<file path="src/rtl/alarm_sequencer_pkg.sv">
// Shared anti-theft definitions: state encodings, default delays, clock rate.
package anti_theft_pkg;

    typedef enum logic [2:0] {
        S_ARMED      = 3'd0,
        S_TRIGGERED  = 3'd1,
        S_ALARM      = 3'd2,
        S_ALARM_HOLD = 3'd3,
        S_DISARMED   = 3'd4,
        S_EXIT_OPEN  = 3'd5,
        S_ARM_DELAY  = 3'd6
    } state_t;

    localparam int unsigned CLK_HZ              = 25_000_000;
    localparam int unsigned DUR_W               = 4;
    localparam int unsigned DEF_ARM_DELAY       = 6;
    localparam int unsigned DEF_DRIVER_DELAY    = 8;
    localparam int unsigned DEF_PASSENGER_DELAY = 15;
    localparam int unsigned DEF_ALARM_ON        = 10;

    // Siren sounds while the alarm is active or being held after doors close.
    function automatic logic siren_on(state_t s);
        return (s == S_ALARM) || (s == S_ALARM_HOLD);
    endfunction

    // States in which the LED is lit continuously.
    function automatic logic led_steady(state_t s);
        return (s == S_TRIGGERED) || (s == S_ALARM) ||
               (s == S_ALARM_HOLD) || (s == S_ARM_DELAY);
    endfunction

endpackage

</file>
<file path="src/rtl/alarm_sequencer.sv">
// Anti-theft sequencer: walks the shared countdown timer through arming,
// entry-delay and alarm-hold intervals and drives the siren and status LED.
module alarm_sequencer
    import anti_theft_pkg::*;
#(
    parameter int unsigned T_ARM_DELAY       = DEF_ARM_DELAY,
    parameter int unsigned T_DRIVER_DELAY    = DEF_DRIVER_DELAY,
    parameter int unsigned T_PASSENGER_DELAY = DEF_PASSENGER_DELAY,
    parameter int unsigned T_ALARM_ON        = DEF_ALARM_ON
) (
    input  logic             clk,
    input  logic             rst,
    input  logic             ignition,
    input  logic             driver_door,
    input  logic             passenger_door,
    input  logic             timer_expired,
    input  logic             one_hz_enable,
    output logic             timer_start,
    output logic [DUR_W-1:0] timer_duration,
    output logic             siren,
    output logic             status_led,
    output logic [2:0]       state_code
);

    // A zero duration would never expire, and >15 does not fit the timer.
    generate
        if (T_ARM_DELAY < 1 || T_ARM_DELAY > 15 ||
            T_DRIVER_DELAY < 1 || T_DRIVER_DELAY > 15 ||
            T_PASSENGER_DELAY < 1 || T_PASSENGER_DELAY > 15 ||
            T_ALARM_ON < 1 || T_ALARM_ON > 15) begin : g_bad_delay
            $error("alarm_sequencer: every delay parameter must be in 1..15");
        end
    endgenerate

    state_t             r_state;
    logic               r_timer_start;
    logic [DUR_W-1:0]   r_timer_duration;
    logic               r_siren;
    logic               r_status_led;

    state_t             w_next;
    logic               w_start;
    logic [DUR_W-1:0]   w_dur;
    logic               w_led;
    logic               w_any_door;
    logic               w_qexp;

    assign w_any_door = driver_door | passenger_door;
    // The expired flag may still be high from the previous interval during
    // the start cycle, so it only counts once the start pulse has gone.
    assign w_qexp     = timer_expired & ~r_timer_start;

    // Next-state and timer-start selection; ignition > doors > expiry.
    always_comb begin
        w_next  = r_state;
        w_start = 1'b0;
        w_dur   = r_timer_duration;
        case (r_state)
            S_ARMED: begin
                if (driver_door) begin
                    w_next  = S_TRIGGERED;
                    w_start = 1'b1;
                    w_dur   = DUR_W'(T_DRIVER_DELAY);
                end else if (passenger_door) begin
                    w_next  = S_TRIGGERED;
                    w_start = 1'b1;
                    w_dur   = DUR_W'(T_PASSENGER_DELAY);
                end
            end
            S_TRIGGERED: begin
                if (ignition)    w_next = S_DISARMED;
                else if (w_qexp) w_next = S_ALARM;
            end
            S_ALARM: begin
                if (ignition) begin
                    w_next = S_DISARMED;
                end else if (!w_any_door) begin
                    w_next  = S_ALARM_HOLD;
                    w_start = 1'b1;
                    w_dur   = DUR_W'(T_ALARM_ON);
                end
            end
            S_ALARM_HOLD: begin
                if (ignition)        w_next = S_DISARMED;
                else if (w_any_door) w_next = S_ALARM;
                else if (w_qexp)     w_next = S_ARMED;
            end
            S_DISARMED: begin
                if (!ignition && driver_door) w_next = S_EXIT_OPEN;
            end
            S_EXIT_OPEN: begin
                if (ignition) begin
                    w_next = S_DISARMED;
                end else if (!w_any_door) begin
                    w_next  = S_ARM_DELAY;
                    w_start = 1'b1;
                    w_dur   = DUR_W'(T_ARM_DELAY);
                end
            end
            S_ARM_DELAY: begin
                if (ignition)        w_next = S_DISARMED;
                else if (w_any_door) w_next = S_EXIT_OPEN;
                else if (w_qexp)     w_next = S_ARMED;
            end
            default: w_next = S_ARMED;
        endcase
    end

    // LED value for the next state: blink only while staying in ARMED.
    always_comb begin
        w_led = 1'b0;
        if (w_next == S_ARMED) begin
            w_led = (r_state == S_ARMED) ? (r_status_led ^ one_hz_enable) : 1'b0;
        end else begin
            w_led = led_steady(w_next);
        end
    end

    // State and all outputs register together from the next state.
    always_ff @(posedge clk) begin
        if (rst) begin
            r_state          <= S_ARMED;
            r_timer_start    <= 1'b0;
            r_timer_duration <= '0;
            r_siren          <= 1'b0;
            r_status_led     <= 1'b0;
        end else begin
            r_state          <= w_next;
            r_timer_start    <= w_start;
            r_timer_duration <= w_dur;
            r_siren          <= siren_on(w_next);
            r_status_led     <= w_led;
        end
    end

    assign timer_start    = r_timer_start;
    assign timer_duration = r_timer_duration;
    assign siren          = r_siren;
    assign status_led     = r_status_led;
    assign state_code     = r_state;

endmodule

</file>
<file path="config.mk">
export PLATFORM = sky130hd
export DESIGN_NAME = alarm_sequencer
export DESIGN_NICKNAME = d
export VERILOG_FILES = /design/src/rtl/alarm_sequencer_pkg.sv /design/src/rtl/alarm_sequencer.sv
export SDC_FILE = /design/constraint.sdc
export NUM_CORES = 1
export LEC_CHECK = 0
export BUFFER_PORTS_ARGS = -buffer_cell sky130_fd_sc_hd__buf_2
export CAP_MARGIN = 10
export CORE_MARGIN = 8
export CORE_UTILIZATION = 35
export CTS_BUF_LIST = sky130_fd_sc_hd__clkbuf_4 sky130_fd_sc_hd__clkbuf_8
export CTS_CLUSTER_SIZE = 14
export DETAILED_ROUTE_END_ITERATION = 10
export SKIP_CTS_REPAIR_TIMING = 1
export SYNTH_ARGS = -nofsm -noshare
export SYNTH_HDL_FRONTEND = slang
export SYNTH_SLANG_ARGS = --single-unit
</file>
<file path="constraint.sdc">
create_clock -name clk -period 4.2 [get_ports clk]
set_clock_uncertainty 0.2 [all_clocks]
set_input_delay 0.42 -clock clk [delete_from_list [all_inputs] [get_ports clk]]
set_output_delay 0.42 -clock clk [all_outputs]
set_load 0.01 [all_outputs]
</file>
==> impl_metrics.csv <==
group,metric,value,unit
timing,slew_viol_final,0,
floorplanning,die_w,56.7,um
layout,drive_above_1_share,32.1,%
synthesis,synth_area_leaders,"dfxtp_1, o32ai_2, a21oi_1",
setup_path,r2r-start,"state_code[1]",
flow_run,max-cap-violations,0,
floorplanning,fp.coreArea,0.00152,sq mm
clock_tree,htreeDepth,1,
clock_tree,clock-sinks,10,
layout,n_antenna_cell,0,
clock_tree,clock-root-buffer,"clkbuf_4",
setup_path,cp-startpoint,"state_code[1]",
timing,rsz0062_at_grt,"no",
timing,fin_setup_tns,0,ps
layout,fin_area,676,sq um
routing,via_per_inst,5.38,
routing,drc_errors,0,
timing,max_freq,556,MHz
clock_tree,clk_pin_slew,60,ps
synthesis,synth_cell_type_count,31,
clock_tree,cts_buffer_depth,2,
grt,grt_pass1_vias,548,
timing,setup_viol,0,
timing,final_hold_viol_count,0,
routing,vias,538,
placement,dp_hpwl,973,um
setup_path,critPathKind,"reg2reg",
layout,fin_nets,93,
synthesis,synth_seq_cells,10,
clock_tree,cts_tree,"built",
routing,totalWireLength,1280,um
grt,antenna_found_initial,0,
setup_path,crit_required,4180,ps
synthesis,yosys.area.top_type,"dfxtp_1",
power,power_density,391,mW/mm^2
placement,placed_area,653,sq um
timing,fin_crit,1800,ps
synthesis,syn_nets,76,
routing,drtPass1Iterations,4,
synthesis,synth-seq-area-share,34.6,%
synthesis,netlist_instances,69,
power,ir_drop,0.169,mV
floorplanning,io_pins,17,
hold_path,hold_path_depth,2,
setup_path,start_kind,"register",
setup_path,worstPathArrival,1780,ps
synthesis,syn_area,579,sq um
timing,slew_headroom,72.2,%
setup_path,cp-end-kind,"register",
hold_path,worst_hold_path_type,"in2reg",
routing,wire_per_inst,12.8,um
layout,nFillCells,164,
routing,antenna_left,0,
grt,track_usage,8.70,%
layout,synthToLayoutAreaGrowth,16.6,%
floorplanning,initial_core_util,38.0,%
synthesis,synth_top_cell_area_share,34.6,%
power,finalPower,264,uW
setup_path,cp-endpoint,"status_led",
clock_tree,numCtsBuffers,3,
floorplanning,die_h,56.7,um
placement,io_buffers,16,
synthesis,ys.warnings.count,0,
placement,globalplace.congestion,0.804,
routing,drtIter0Drc,10,
power,p_leak,0.290,nW
grt,grt_pass1_wl,2350,um
timing,worst_pin_slew,417,ps
grt,grt_max_degree,15,
grt,grt_overflow,0,
setup_path,critPathMaxFanout,14,
clock_tree,clk-insertion-delay-late,270,ps
synthesis,synth_area_per_cell,8.40,sq um
timing,fin_crit_sh,42.9,%
setup_path,rr_worst_depth,5,
floorplanning,rows,14,
setup_path,r2r-end,"status_led",
status,status,"complete, no violations",
setup_path,rrSetupSlack,2400,ps
floorplanning,die_area,0.00321,sq mm
-- worst min path at each step --
stage                      startpoint                end  slack [ps]
finish                            rst  timer_duration[3]         220
global route                      rst  timer_duration[3]         230
CTS                               rst  timer_duration[2]         210
detailed placement  timer_duration[2]  timer_duration[2]         250
global placement    timer_duration[2]  timer_duration[2]         240
floorplan           timer_duration[2]  timer_duration[2]         270
-- worst max-delay path: stages (launching register included) --
cell	delay (ps)
dfxtp_1	570
nor2b_1	290
a31oi_1	80
o32ai_2	330
a21oi_2	60
o32ai_2	190
-- power breakdown --
| group | leakage (nW) | total, mW | internal (mW) | switching (mW) |
|---|---|---|---|---|
| clock | 0.0138 | 0.0651 | 0.0331 | 0.0320 |
| combinational | 0.194 | 0.0796 | 0.0371 | 0.0425 |
| sequential | 0.0826 | 0.119 | 0.107 | 0.0129 |
| total | 0.290 | 0.264 | 0.177 | 0.0875 |
-- flip-flops by register name, indices dropped and copies added (netlist names) --
| signal | count |
|---|---|
| siren | 1 |
| status_led | 1 |
| timer_start | 1 |
| timer_duration | 4 |
| state_code | 3 |
-- layout make-up --
class                   instances  area (sq um)  share of cell area [%]
clock buffers                   3          22.5                    3.33
well taps                      16          20.0                    2.96
inverters                       3          11.3                    1.67
repair buffers                 16          80.1                    11.9
multi-input cells              52           342                    50.6
flip-flops and latches         10           200                    29.6
-- placed cells by master (no fill, tap or decap), types with 2 or more instances in the layout --
| cell type | n |
|---|---|
| buf_2 | 16 |
| clkbuf_4 | 3 |
| o21bai_1 | 2 |
| nand2b_1 | 3 |
| nor2b_1 | 4 |
| o21ai_0 | 4 |
| nor2_1 | 8 |
| nand2_1 | 4 |
| o211ai_1 | 2 |
| o32ai_2 | 2 |
| dfxtp_1 | 10 |
| inv_1 | 2 |
| a21oi_1 | 6 |
-- logic make-up (layout without fill, tap and decap cells) --
kind of cell	after synthesis	in the layout	synth area share, %
muxes	1	1	2.38
and+or+nand+nor	24	24	21.4
xor gates and xnor gates	1	1	1.51
AOI/OAI and AO/OA	26	26	33.7
DFF	10	10	34.6
buffers and inverters	7	22	6.48
-- routing by layer --
layer  up-vias  track usage, %  routed length, um
met5         -               0                  0
met1       245            11.4                665
met3         3            2.25                 53
met2        16            12.2                523
li1        274               -                  -
met4         0            5.15                 34
-- Yosys cell counts --
library cell,instances
dfxtp_1,10
nor2_1,8
a21oi_1,6
nand2_1,4
nor2b_1,4
o21ai_0,4
buf_2,3
nand2b_1,3
inv_1,2
o211ai_1,2
o21bai_1,2
o32ai_2,2
a21bo_2,1
a21boi_0,1
a21boi_2,1
a21oi_2,1
a221oi_1,1
a311oi_1,1
a31o_1,1
a31oi_1,1
buf_6,1
inv_2,1
mux2i_2,1
nand3b_1,1
nor3_1,1
nor3_2,1
o21a_1,1
o21ai_1,1
or2_1,1
or3_1,1
xor2_1,1
-- metrics by stage --
stage	worst slack (ps)	utilization (%)	instances	hold slack, ps
global route	2260	44.3	100	235
detailed placement	2350	42.9	97	246
global placement	2350	42.9	97	237
finish	2400	44.3	100	222
CTS	2390	44.3	100	215
floorplan	2570	-	69	270
No activity file was read; power rests on OpenSTA's default activity.
